[config.mk]
export PLATFORM = sky130hd
export DESIGN_NAME = div_sub_shift_flat
export DESIGN_NICKNAME = d
export VERILOG_FILES = /design/src/rtl/div_sub_shift_if.sv /design/src/rtl/div_sub_shift.sv /design/src/flat_wrapper.sv
export SDC_FILE = /design/constraint.sdc
export NUM_CORES = 1
export LEC_CHECK = 0
export ABC_CLOCK_PERIOD_IN_PS = 3200
export BUFFER_PORTS_ARGS = -buffer_cell sky130_fd_sc_hd__buf_2
export CAP_MARGIN = 20
export CELL_PAD_IN_SITES_DETAIL_PLACEMENT = 1
export CELL_PAD_IN_SITES_GLOBAL_PLACEMENT = 1
export CORE_MARGIN = 8
export CORE_UTILIZATION = 42
export CTS_CLUSTER_DIAMETER = 120
export DETAILED_ROUTE_END_ITERATION = 10
export PLACE_DENSITY_LB_ADDON = 0.1
export SETUP_SLACK_MARGIN = 0.1
export SLEW_MARGIN = 30
export SYNTH_ARGS = -nofsm -noshare
export SYNTH_HDL_FRONTEND = slang
export SYNTH_SLANG_ARGS = --single-unit
[constraint.sdc]
create_clock -name Clk -period 3.2 [get_ports Clk]
set_input_delay 0.16 -clock Clk [delete_from_list [all_inputs] [get_ports Clk]]
set_output_delay 0.16 -clock Clk [all_outputs]
set_load 0.01 [all_outputs]
[src/rtl/div_sub_shift_if.sv]
// Handshake and operand/result bundle for the shift-subtract divider.
// master: control unit side; slave: divider side.
interface div_sub_shift_if #(
  parameter int WIDTH = 16
);
  logic             Start;
  logic [WIDTH-1:0] Dividend;
  logic [WIDTH-1:0] Divisor;
  logic [WIDTH-1:0] Quotient;
  logic [WIDTH-1:0] Remainder;
  logic             Busy;
  logic             Done;
  logic             DivZero;

  modport master (
    output Start, Dividend, Divisor,
    input  Quotient, Remainder, Busy, Done, DivZero
  );

  modport slave (
    input  Start, Dividend, Divisor,
    output Quotient, Remainder, Busy, Done, DivZero
  );
endinterface

[src/rtl/div_sub_shift.sv]
// Sequential restoring divider, unsigned WIDTH/WIDTH, one quotient bit per clock.
// Start is taken only in IDLE; a zero divisor completes immediately with DivZero set.
module div_sub_shift #(
  parameter int WIDTH = 16
) (
  input logic           Clk,
  input logic           Rst,
  div_sub_shift_if.slave bus
);

  localparam int CNT_W = $clog2(WIDTH) + 1;
  localparam logic [CNT_W-1:0] LAST = CNT_W'(WIDTH - 1);

  typedef enum logic [1:0] {IDLE, CALC, DONE} state_t;

  state_t           state;
  // Partial remainder is always < divisor, so WIDTH bits hold it; the guard
  // bit lives in the shifted value that feeds the trial subtraction.
  logic [WIDTH-1:0] r;
  logic [WIDTH-1:0] q;
  logic [WIDTH-1:0] d;
  logic [CNT_W-1:0] cnt;

  logic [WIDTH-1:0] quotient;
  logic [WIDTH-1:0] remainder;
  logic             busy;
  logic             done;
  logic             div_zero;

  logic [WIDTH:0]   r_shift;
  logic [WIDTH:0]   t;
  logic [WIDTH-1:0] r_next;
  logic [WIDTH-1:0] q_next;

  // One restoring step: trial subtract, keep it if non-negative, else restore.
  always_comb begin
    r_shift = {r, q[WIDTH-1]};
    t       = r_shift - {1'b0, d};
    r_next  = r_shift[WIDTH-1:0];
    q_next  = {q[WIDTH-2:0], 1'b0};
    if (!t[WIDTH]) begin
      r_next = t[WIDTH-1:0];
      q_next = {q[WIDTH-2:0], 1'b1};
    end
  end

  // Control FSM with registered Busy/Done and result registers.
  always_ff @(posedge Clk) begin
    if (Rst) begin
      state     <= IDLE;
      r         <= '0;
      q         <= '0;
      d         <= '0;
      cnt       <= '0;
      quotient  <= '0;
      remainder <= '0;
      busy      <= 1'b0;
      done      <= 1'b0;
      div_zero  <= 1'b0;
    end else begin
      case (state)
        IDLE: begin
          done <= 1'b0;
          busy <= 1'b0;
          if (bus.Start) begin
            if (bus.Divisor != '0) begin
              r        <= '0;
              q        <= bus.Dividend;
              d        <= bus.Divisor;
              cnt      <= '0;
              div_zero <= 1'b0;
              busy     <= 1'b1;
              state    <= CALC;
            end else begin
              // No iteration needed: all-ones quotient, dividend passes through.
              quotient  <= '1;
              remainder <= bus.Dividend;
              div_zero  <= 1'b1;
              done      <= 1'b1;
              state     <= DONE;
            end
          end
        end
        CALC: begin
          r   <= r_next;
          q   <= q_next;
          cnt <= cnt + 1'b1;
          if (cnt == LAST) begin
            quotient  <= q_next;
            remainder <= r_next;
            busy      <= 1'b0;
            done      <= 1'b1;
            state     <= DONE;
          end
        end
        DONE: begin
          done  <= 1'b0;
          state <= IDLE;
        end
        default: begin
          busy  <= 1'b0;
          done  <= 1'b0;
          state <= IDLE;
        end
      endcase
    end
  end

  assign bus.Quotient  = quotient;
  assign bus.Remainder = remainder;
  assign bus.Busy      = busy;
  assign bus.Done      = done;
  assign bus.DivZero   = div_zero;

endmodule

[src/flat_wrapper.sv]
// flat-port wrapper written by rule: the top's interface ports become plain ports
module div_sub_shift_flat 
#(
  parameter int WIDTH = 16
)
  (Clk, Rst, bus_Start, bus_Dividend, bus_Divisor, bus_Quotient, bus_Remainder, bus_Busy, bus_Done, bus_DivZero);
  div_sub_shift_if #(.WIDTH(WIDTH)) bus_i ();
  input logic Clk;
  input logic Rst;
  input wire logic [$bits(bus_i.Start)-1:0] bus_Start;
  input wire logic [$bits(bus_i.Dividend)-1:0] bus_Dividend;
  input wire logic [$bits(bus_i.Divisor)-1:0] bus_Divisor;
  output wire logic [$bits(bus_i.Quotient)-1:0] bus_Quotient;
  output wire logic [$bits(bus_i.Remainder)-1:0] bus_Remainder;
  output wire logic [$bits(bus_i.Busy)-1:0] bus_Busy;
  output wire logic [$bits(bus_i.Done)-1:0] bus_Done;
  output wire logic [$bits(bus_i.DivZero)-1:0] bus_DivZero;
  assign bus_i.Start = bus_Start;
  assign bus_i.Dividend = bus_Dividend;
  assign bus_i.Divisor = bus_Divisor;
  assign bus_Quotient = bus_i.Quotient;
  assign bus_Remainder = bus_i.Remainder;
  assign bus_Busy = bus_i.Busy;
  assign bus_Done = bus_i.Done;
  assign bus_DivZero = bus_i.DivZero;
  div_sub_shift #(.WIDTH(WIDTH)) u_core (.Clk(Clk), .Rst(Rst), .bus(bus_i));
endmodule
# --- Word level (Yosys, flattened, before mapping) ---
# Cells that the tools add are included.
classes:
  muxes: 31
  bitwise: 1
  eq_ne: 7
  add_sub_neg: 2
  n_reduce_logical: 9
op_table:
  columns: ["op", "count"]
  rows:
  - ["$mux 16", 11]
  - ["$pmux 16 s2", 4]
  - ["$sub 17x16->17", 1]
  - ["$reduce_bool 16->1", 1]
  - ["$mux 5", 2]
  - ["$pmux 5 s2", 1]
  - ["$mux 1", 7]
  - ["$mux 2", 3]
  - ["$reduce_and 2->1", 3]
  - ["$reduce_and 3->1", 2]
  - ["$add 5x1->5 const B", 1]
  - ["$eq 5x4->1 const B", 1]
  - ["$ne 2x1->1 const B", 2]
  - ["$ne 2x2->1 const B", 2]
  - ["$pmux 2 s2", 1]
  - ["$reduce_and 4->1", 1]
  - ["$pmux 1 s3", 1]
  - ["$eq 2x1->1 const B", 1]
  - ["$eq 2x2->1 const B", 1]
  - ["$logic_not 2->1", 1]
  - ["$pmux 1 s2", 1]
  - ["$reduce_bool 2->1", 1]
  - ["$not 1->1", 1]
totals:
  elab_cells: 60
  output_inout_bits: 35
  register_bits: 90
  inputBits: 35

# --- Depth between registers and ports, before layout ---
# Gate-level depths: netlist of run 1.
logic_depth:
  depth_word: 4
  depth_mapped: 12
  ltp_nobuf: 11

# --- Worst setup path after synthesis of run 1 ---
# Ideal clock, no wire load.
synth_timing:
  kind: "reg-to-reg"
  startpoint: "register u_core.q[15]"
  endpoint: "register u_core.remainder[14], in the netlist u_core.bus.Remainder[14]"
  setup_slack_ps: 738
  path_stages_with_launch: 12
  t_required_ps: 3066
  period_less_slack_ps: 2462
  t_arrival_ps: 2329
  setup_time_ps: 134
  n_path_buf: 1
  path_cell_list: "dfxtp_1 -> inv_1 -> ha_1 -> inv_1 -> fa_1 -> a211oi_2 -> o211ai_1 -> nor2b_1 -> o211ai_4 -> buf_6 -> mux2i_1 -> o22ai_1"
synth_via:
  elab_chain_cells: 4
synth_lines:
  columns: ["item", "line", "rtl"]
  rows:
  - ["from (decl)", "div_sub_shift.sv:20", "logic [WIDTH-1:0] q;"]
  - ["from (signal assigned)", "div_sub_shift.sv:68", "q <= bus.Dividend;"]
  - ["from (signal assigned)", "div_sub_shift.sv:86", "q <= q_next;"]
  - ["$sub 17x16->17", "div_sub_shift.sv:38", "t = r_shift - {1'b0, d};"]
  - ["$mux 16", "div_sub_shift.sv:41", "if (!t[WIDTH]) begin"]
  - ["$mux 16", "div_sub_shift.sv:88", "if (cnt == LAST) begin"]
  - ["$pmux 16 s2", "div_sub_shift.sv:61", "case (state)"]
  - ["to (signal assigned)", "div_sub_shift.sv:77", "remainder <= bus.Dividend;"]
  - ["to (signal assigned)", "div_sub_shift.sv:90", "remainder <= r_next;"]
  - ["to (decl)", "div_sub_shift.sv:25", "logic [WIDTH-1:0] remainder;"]
# No other way between the ends. The select of a mux whose other input is x is not followed.
# A chain may end at the register's enable or synchronous reset.

# --- Worst setup path after layout of run 1 ---
layout_timing:
  startpoint: "register u_core.q[15]"
  endpoint: "register u_core.remainder[15], in the netlist u_core.bus.Remainder[15]"
# Same word-level chain as after synthesis.

==> flow_summary.yaml, run 1 <==
run_status:
  status: "finished, final reports clean"
sta:
  worst_pin_slew_ps: 655.9
  fin_crit_sh_pct: 87.50
  finClkSkew_ps: 9.626
  relSlewSlack_pct: 56.27
  final_hold_viol_count: 0
  fin_crit_ps: 2800
  slew_viol_final: 0
  fin_tns_setup_ps: 0
  layout_setup_ws_ps: 400.0
  fmax_ghz: 0.3571
  finalSetupViolations: 0
  rsz0062_at_grt: "no"
clocking:
  clk_pin_slew_ps: 90
  cts_setup_buffers: 0
  ctsResizeCount: 0
  holdBufCountCts: 0
  root_buffer: "clkbuf_8"
  clockBufferDepth: 2
  clk_latency_ps: 370
  numClockSinks: 90
  cts_buffers: 9
  cts.htree.levels: 3
  cts_tree: "built"
die:
  start_util_pct: 42.63
  die_y_um: 120.2
  core_um2: 10700
  ioPinCount: 70
  die-area_um2: 14450
  die_w_um: 120.2
  rows: 38
critical_path:
  worstPathRequired_ps: 3450
  r2r_slack_ps: 400
  cp-end-kind: "register"
  cpPeakStageDelay_ps: 420
  cp_slowest_cell: "fa_1"
  worstSetupPathType: "reg2reg"
  crit_path_max_fanout: 12
  startpoint_type: "register"
  crit_chain: "inv_1 -> ha_1 -> inv_1 -> fa_1 -> a211oi_2 -> o211ai_1 -> nor2b_1 -> o211ai_4 -> buf_4 -> nor2_1 -> a311oi_1 -> o21ai_1"
  cp_data_arrival_time_ps: 3050
  path_common_cell: "inv_1"
place:
  io_buffers: 69
  dp_hpwl_um: 10550
  place_congestion: 0.8861
  dp.cells: 742
  place_area_um2: 4990
  dp_slack_ps: 415.0
route:
  first_pass_iters: 4
  post_drt_wl_per_cell_um: 18.07
  drtAntennaViolNets: 0
  drtIter0Drc: 231
  drc: 0
  drt_wl_total_um: 13700
  num_vias: 4257
  routed_via_density: 5.616
layout:
  final_layout_size_suffix_gt1_share_pct: 17.48
  num_antenna_cells: 0
  area_delta_synth_final_pct: 13.85
  fin_cells: 758
  fin_nets: 667
  final_cell_area_um2: 5192
synth:
  yosys_warnings: 0
  synth_edf_count: 0
  syn_area_um2: 4561
  synth_async_sr_flop_share_pct: 0
  synth_cell_types: 57
  synth.avg_cell_area_um2: 8.173
  ys_seq_area_share_pct: 39.51
  ys_ff_latch: 90
  synth_cells: 558
  syn-num-nets: 612
  synth_flop_cell: "dfxtp_1"
power_and_ir_drop:
  power.density_nw_per_um2: 983.0
  power_mw: 5.104
  p_leak_nw: 2.054
  ir_drop_mv: 0.6057
flow_run:
  drv_cap: 0
global_routing:
  grt_start_max_net_pins: 48
  grt_pass1_vias: 4399
  antenna_found_initial: 0
  track_usage_pct: 19.35
  overflow: 0
  grt_pass1_wl_um: 22700
min_path:
  hp-class: "in2reg"
[layer usage]
metal	up-vias	share of wire (%)	routed length (µm)	GRT usage [%]
li1	2103	-	-	-
met4	0	1.4	193	6.245
met5	-	0	0	0
met1	2060	47	6410	25.62
met2	81	48	6508	31.37
met3	13	4.3	586	3.403
[worst paths after layout]
check | start | endpoint | depth (start not counted)
max | u_core.q[15]$_SDFFE_PP0P_ | u_core.bus.Remainder[15]$_SDFFE_PP0P_ | 12
min | bus_Divisor[10] | u_core.d[10]$_SDFFE_PP0P_ | 3
max reg2reg | u_core.q[15]$_SDFFE_PP0P_ | u_core.bus.Remainder[15]$_SDFFE_PP0P_ | 12
min reg2reg | u_core.d[1]$_SDFFE_PP0P_ | u_core.d[1]$_SDFFE_PP0P_ | 2
[cells in the final DEF (no fill, tap or decap), drive strengths merged, types with 4 or more instances in the layout]
| cell type | count |
|---|---|
| a211oi | 20 |
| a21o | 7 |
| inv | 22 |
| a21oi | 32 |
| o31a | 4 |
| nand2 | 97 |
| clkbuf | 11 |
| nand4 | 4 |
| nor2 | 59 |
| nor4 | 5 |
| xor2 | 7 |
| nand2b | 7 |
| ha | 18 |
| or2 | 5 |
| nand3b | 4 |
| o22ai | 12 |
| nor3 | 4 |
| dfxtp | 90 |
| nand3 | 6 |
| o21ai | 29 |
| a22oi | 13 |
| a311oi | 18 |
| buf | 79 |
| and3 | 4 |
| o21a | 4 |
| nor2b | 10 |
| mux2i | 9 |
| a31oi | 6 |
| o211ai | 7 |
[cell families after synthesis]
group	Yosys count	synth area share, %
buffers and inverters	56	5.377
adder cells (fa/ha/maj)	19	5.377
flip-flops	90	39.51
multiplexers	10	2.222
AO/OA/AOI/OAI	166	25.71
XOR/XNOR	10	1.921
AND/OR/NAND/NOR	207	19.89
[through the flow]
stage / hold slack [ps] / util (%)
after floorplan: 296.0 / -
after global placement: 411.8 / 46.64
after detailed placement: 419.9 / 46.64
after CTS: 21.39 / 48.54
after global routing: 35.04 / 48.54
final: 40.33 / 48.54
[where the power goes]
| part | leakage (nW) | switching [mW] | internal, mW | total [mW] |
|---|---|---|---|---|
| Sequential | 0.732 | 0.123 | 1.24 | 1.36 |
| Clock | 0.104 | 0.427 | 0.387 | 0.815 |
| Combinational | 1.22 | 1.77 | 1.16 | 2.93 |
| Total | 2.05 | 2.32 | 2.78 | 5.10 |
[cells in the mapped netlist (2+ instances only)]
library cell	number	share of area, %
ha_1	18	4.9
o21ai_0	11	1.2
o211ai_1	6	0.99
a211oi_2	2	0.55
nand3b_1	3	0.49
o2111ai_1	2	0.38
dfxtp_1	90	40
inv_1	20	1.6
o31a_1	4	0.77
clkbuf_1	19	1.6
a311oi_1	18	3.5
o21ai_1	18	2.0
xnor2_1	3	0.58
a21oi_1	31	3.4
nor2_1	59	4.9
o31ai_1	2	0.33
a211oi_1	18	3.0
nand2_1	97	8.0
nor2b_1	9	1.2
a31oi_1	6	0.82
o21a_1	4	0.66
nor3_1	4	0.44
nand2b_1	7	0.96
buf_6	3	0.74
nand3_1	6	0.66
o22ai_1	12	1.6
nand4_1	4	0.55
or2_2	4	0.55
and3_1	4	0.55
a22oi_1	13	2.1
buf_1	3	0.25
mux2i_1	9	2.0
a21o_1	7	1.2
buf_2	9	0.99
xor2_1	7	1.3
nor4_1	5	0.69
[state kept, by name (all words and copies together), names as in the netlist]
signal	cells
u_core.bus.Busy	1
u_core.q	16
u_core.d	16
u_core.cnt	5
u_core.bus.Quotient	16
u_core.r	16
u_core.bus.DivZero	1
u_core.bus.Done	1
u_core.state	2
u_core.bus.Remainder	16
[layout make-up]
type                            instances  area, µm²
Sequential cell                        90       1802
Fill cell                            1368       5505
Tap cell                              140      175.2
Clock inverter                          5      61.31
Multi-Input combinational cell        412       2514
Clock buffer                           11      141.4
Timing Repair Buffer                   79      420.4
Inverter                               21      78.83
[worst max-delay path: cells and delay by family (launching register included)]
family                     cells  cell delay (ps)
adders and majority gates      2              570
and+or+nand+nor                2              320
AOI/OAI and AO/OA              5             1110
DFF                            1              330
buffers and inverters          3              350
No activity file was read; power rests on OpenSTA's default activity.
==> run 2: changes to the inputs <==
--- a/config.mk
+++ b/config.mk
@@ -5,13 +5,13 @@
 export SDC_FILE = /design/constraint.sdc
 export NUM_CORES = 1
 export LEC_CHECK = 0
-export ABC_CLOCK_PERIOD_IN_PS = 3200
+export ABC_CLOCK_PERIOD_IN_PS = 2400
 export BUFFER_PORTS_ARGS = -buffer_cell sky130_fd_sc_hd__buf_2
 export CAP_MARGIN = 20
 export CELL_PAD_IN_SITES_DETAIL_PLACEMENT = 1
 export CELL_PAD_IN_SITES_GLOBAL_PLACEMENT = 1
 export CORE_MARGIN = 8
-export CORE_UTILIZATION = 42
+export CORE_UTILIZATION = 38
 export CTS_CLUSTER_DIAMETER = 120
 export DETAILED_ROUTE_END_ITERATION = 10
 export PLACE_DENSITY_LB_ADDON = 0.1
==> constraint.sdc (replaced) <==
create_clock -name Clk -period 2.4 [get_ports Clk]
set_input_delay 0.12 -clock Clk [delete_from_list [all_inputs] [get_ports Clk]]
set_output_delay 0.12 -clock Clk [all_outputs]
set_load 0.01 [all_outputs]
==> flow_summary.yaml, run 2 (same netlist as run 1, synthesis figures left out) <==
sta:
  rsz0062_at_grt: "yes"
  fin_crit_sh_pct: 107.2
  fin_crit_ps: 2572
  layout_setup_ws_ps: -172.5
  slew_viol_final: 0
  hold-worst-slack_ps: 22.42
  final_hold_viol_count: 0
  finClkSkew_ps: 13.73
  worst_pin_slew_ps: 699.3
  finalSetupViolations: 33
  relSlewSlack_pct: 53.33
  fmax_ghz: 0.3887
die:
  die_w_um: 125.6
  ioPinCount: 70
  start_util_pct: 38.45
  rows: 40
  die-area_um2: 15760
  core_um2: 11860
  die_y_um: 125.6
layout:
  final_layout_size_suffix_gt1_share_pct: 27.16
  num_antenna_cells: 0
  fin_nets: 708
  final_cell_mix: "97 x nand2_1, 88 x dfxtp_1, 69 x buf_2"
  fin_cells: 806
  final_common_cell: "nand2_1"
  area_delta_synth_final_pct: 28.78
place:
  io_buffers: 69
  place_congestion: 0.8690
  dp.cells: 781
  dp_hpwl_um: 11200
route:
  num_vias: 4467
  drtAntennaViolNets: 0
  first_pass_iters: 4
  drt_wl_total_um: 14980
  drc: 0
  routed_via_density: 5.542
  drtIter0Drc: 208
  post_drt_wl_per_cell_um: 18.59
clocking:
  cts_tree: "built"
  cts.htree.levels: 3
  numClockSinks: 90
  clk_pin_slew_ps: 70
  cts_buffers: 9
  clk_latency_ps: 350
  root_buffer: "clkbuf_16"
  clockBufferDepth: 2
critical_path:
  cp-end-kind: "register"
  crit_path_max_fanout: 7
  cp_data_arrival_time_ps: 2800
  worstPathRequired_ps: 2630
  startpoint_type: "register"
  worstSetupPathType: "reg2reg"
power_and_ir_drop:
  clock_power_share_pct: 16.8
  sequentialPowerShare_pct: 19.4
  p_int_mw: 5.632
  p_leak_nw: 2.340
  ir_drop_mv: 0.7780
  p_sw_mw: 3.797
  power.density_nw_per_um2: 1606
  pwr-share-comb_pct: 63.8
  swShare_pct: 40.27
global_routing:
  grt_pass1_vias: 4665
  antenna_found_initial: 1
  overflow: 0
  grt_pass1_wl_um: 23650
  grt_start_max_net_pins: 37
  track_usage_pct: 18.40
run_status:
  status: "finished, violations left"
  violations: "setup timing"
min_path:
  hp-class: "in2reg"
flow_run:
  drv_cap: 0
## run 2: cell count changes in the layout (fill, tap and decap cells not counted), sizes merged
cell	previous run	this run
bufinv	1	2
buf	79	119
clkinv	3	0
clkinvlp	0	1
inv	22	24
## run 2: per-layer routing
layer,vias up,GRT usage [%],wire length [µm]
met5,-,0,8
met4,2,7.307,294
met3,19,3.697,504
met2,71,31.37,7436
met1,2187,22.20,6740
li1,2188,-,-
## run 2: through the flow
step / util (%) / setup WS, ps / total power, mW / cell area, µm² / TNS, ps
2_1_floorplan: - / 96.20 / 4.894 / 4586 / 0
3_3_place_gp: 44.48 / -58.13 / 6.006 / 5276 / -339.8
3_5_place_dp: 44.50 / -157.8 / 6.129 / 5279 / -2247
4_1_cts: 47.87 / -126.6 / 8.173 / 5678 / -2011
5_1_grt: 49.51 / -290.6 / 9.943 / 5873 / -7256
6_report: 49.51 / -172.5 / 9.430 / 5873 / -2784
## run 2: power by group through the flow
stage          Combinational, mW  Clock, mW  Sequential [mW]
6_report                    6.02       1.58             1.83
3_3_place_gp                4.17          0             1.84
5_1_grt                     6.44       1.65             1.85
2_1_floorplan               3.12          0             1.77
4_1_cts                     4.75       1.61             1.81
3_5_place_dp                4.29          0             1.84
## run 2: worst paths after layout
check / start / to / slack [ps] / depth (start not counted)
max: u_core.q[15]$_SDFFE_PP0P_ / u_core.bus.Remainder[7]$_SDFFE_PP0P_ / -170 / 12
min: bus_Divisor[1] / u_core.d[1]$_SDFFE_PP0P_ / 20 / 3
max reg2reg: u_core.q[15]$_SDFFE_PP0P_ / u_core.bus.Remainder[7]$_SDFFE_PP0P_ / -170 / 12
min reg2reg: u_core.d[1]$_SDFFE_PP0P_ / u_core.d[1]$_SDFFE_PP0P_ / 460 / 2
## run 2: timing repair
item | CTS | global route
pin swaps | 2 | 5
setup buffers | 2 | 6
hold buffers | 0 | 0
endpoints found under the setup margin | 34 | 34
cloned | 0 | 1
resized for setup | 11 | 21
## run 2: cell type report
| cell class | count | area, µm² |
|---|---|---|
| clock inverters | 6 | 96.34 |
| multi-input cells | 412 | 2695 |
| inverters | 21 | 78.83 |
| fillers | 1440 | 5988 |
| well taps | 147 | 183.9 |
| clock buffers | 10 | 229.0 |
| repair buffers | 120 | 785.8 |
| flip-flops and latches | 90 | 1804 |
## run 2: worst max-delay path, stage by stage (launching register included)
cell and delay (ps):
dfxtp_2 320, inv_2 60, ha_4 130, inv_2 30
fa_2 340, a211oi_2 230, o211ai_1 210, nor2b_4 200
o211ai_4 200, buf_4 190, clkbuf_16 160, a2111oi_2 70
nor4_1 320
==> run 3: changes to the inputs <==
--- a/config.mk
+++ b/config.mk
@@ -14,7 +14,7 @@
 export CORE_UTILIZATION = 38
 export CTS_CLUSTER_DIAMETER = 120
 export DETAILED_ROUTE_END_ITERATION = 10
-export PLACE_DENSITY_LB_ADDON = 0.1
+export PLACE_DENSITY = 0.86
 export SETUP_SLACK_MARGIN = 0.1
 export SLEW_MARGIN = 30
 export SYNTH_ARGS = -nofsm -noshare
==> flow_summary.yaml, run 3 (same netlist as run 1, synthesis figures left out) <==
power_and_ir_drop:
  pwr-share-comb_pct: 70.4
  p_sw_mw: 5.096
  p_int_mw: 6.083
  ir_drop_mv: 1.019
  power_mw: 11.18
  swShare_pct: 45.58
  p_leak_nw: 2.371
  power.density_nw_per_um2: 1827
  sequentialPowerShare_pct: 16.8
  clock_power_share_pct: 12.8
route:
  num_vias: 4871
  drtAntennaViolNets: 0
  drt_wl_total_um: 18750
  post_drt_wl_per_cell_um: 23.23
  drc: 0
  routed_via_density: 6.036
  drtIter0Drc: 380
  first_pass_iters: 6
critical_path:
  cp_slowest_cell: "dfxtp_1"
  crit_path_max_fanout: 4
  cpPeakStageDelay_ps: 450
  worstPathRequired_ps: 2620
  crit_chain: "ha_2 -> o211ai_1 -> o211ai_1 -> buf_4 -> a31oi_4 -> nor2_2 -> o31a_1 -> mux2i_2 -> buf_4 -> o22ai_1"
  cp-end-kind: "register"
  cp_data_arrival_time_ps: 2980
  startpoint_type: "register"
  worstSetupPathType: "reg2reg"
layout:
  final_common_cell: "nand2_1"
  final_layout_size_suffix_gt1_share_pct: 32.42
  area_delta_synth_final_pct: 34.18
  fin_nets: 709
  num-fill-cells: 1400
  num_antenna_cells: 0
  final_cell_mix: "96 x nand2_1, 84 x dfxtp_1, 69 x buf_2"
  postLayoutCoreUtil_pct: 51.59
  final_cell_area_um2: 6120
  layout.area.seq_um2: 1809
  multiInputGateArea_um2: 2962
place:
  io_buffers: 69
  place_congestion: 0.9348
  place_area_um2: 5284
  dp_hpwl_um: 11640
  dp_slack_ps: -173.6
sta:
  final_hold_viol_count: 0
  fin_crit_sh_pct: 114.8
  fmax_ghz: 0.3629
  layout_setup_ws_ps: -355.9
  relSlewSlack_pct: 50.44
  fin_crit_ps: 2756
  worst_pin_slew_ps: 742.7
  hold-worst-slack_ps: 20.41
  finClkSkew_ps: 12.95
  rsz0062_at_grt: "yes"
  slew_viol_final: 0
  finalSetupViolations: 34
global_routing:
  grt_pass1_vias: 5306
  track_usage_pct: 22.96
  grt_start_max_net_pins: 38
  antenna_found_initial: 0
  grt_pass1_wl_um: 28610
  overflow: 0
clocking:
  numClockSinks: 90
  root_buffer: "clkbuf_16"
  clockBufferDepth: 2
  clk_pin_slew_ps: 70
  cts_buffers: 9
  cts.htree.levels: 3
  holdBufCountCts: 0
  cts_tree: "built"
  clk_latency_ps: 350
run_status:
  violations: "setup timing"
  status: "finished, violations left"
min_path:
  hp-class: "in2reg"
die:
  die_y_um: 125.6
  rows: 40
  start_util_pct: 38.45
  die-area_um2: 15760
  die_w_um: 125.6
  core_um2: 11860
  ioPinCount: 70
flow_run:
  drv_cap: 0
==> run 3: final cells by class <==
cell class,count,area share [%]
flip-flops and latches,90,29.56
clock buffers,10,3.905
multi-input cells,412,48.39
clock inverters,6,0.8178
well taps,147,3.006
inverters,21,1.288
repair buffers,121,13.02
==> run 3: worst paths after layout <==
path | start | end | slack (ps) | depth (start not counted)
worst min register to register | u_core.d[9]$_SDFFE_PP0P_ | u_core.d[9]$_SDFFE_PP0P_ | 460 | 2
worst max register to register | u_core.r[2]$_SDFFE_PP0P_ | u_core.bus.Remainder[10]$_SDFFE_PP0P_ | -360 | 10
worst min-delay path | bus_Divisor[1] | u_core.d[1]$_SDFFE_PP0P_ | 20 | 3
worst max-delay path | u_core.r[2]$_SDFFE_PP0P_ | u_core.bus.Remainder[10]$_SDFFE_PP0P_ | -360 | 10
==> run 3: power by group through the flow <==
stage,sequential (mW),combinational [mW],clock [mW]
2_1_floorplan,1.77,3.12,0
3_3_place_gp,1.83,4.41,0
3_5_place_dp,1.84,4.59,0
4_1_cts,1.85,6.99,1.41
5_1_grt,1.88,8.17,1.49
6_report,1.88,7.87,1.43
==> run 3: metal layers <==
layer	global-route usage [%]	part of all wire [%]
met1	24.13	39
met2	40.81	50
met3	5.100	5.5
met4	14.61	6.1
met5	0	0
==> run 3: timing repair <==
| item | 4_1_cts | 5_1_grt |
|---|---|---|
| setup buffers | 8 | 3 |
| cloned | 2 | 0 |
| endpoints found under the setup margin | 33 | 34 |
| pin swaps | 16 | 11 |
| resized for setup | 66 | 26 |
==> run 3: critical path, delay by kind of cell, from the launching register on <==
| kind | cells | cell delay (ps) |
|---|---|---|
| AOI/OAI and AO/OA | 5 | 1150 |
| buffers and inverters | 2 | 400 |
| adders and majority gates | 1 | 350 |
| muxes | 1 | 220 |
| DFF | 1 | 450 |
| and+or+nand+nor | 1 | 50 |
==> run 3: through the flow <==
step / cells / setup TNS, ps
6_report: 807 / -8759
3_3_place_gp: 780 / -180.9
2_1_floorplan: 558 / 0
4_1_cts: 806 / -1280
5_1_grt: 807 / -9643
3_5_place_dp: 780 / -976.2
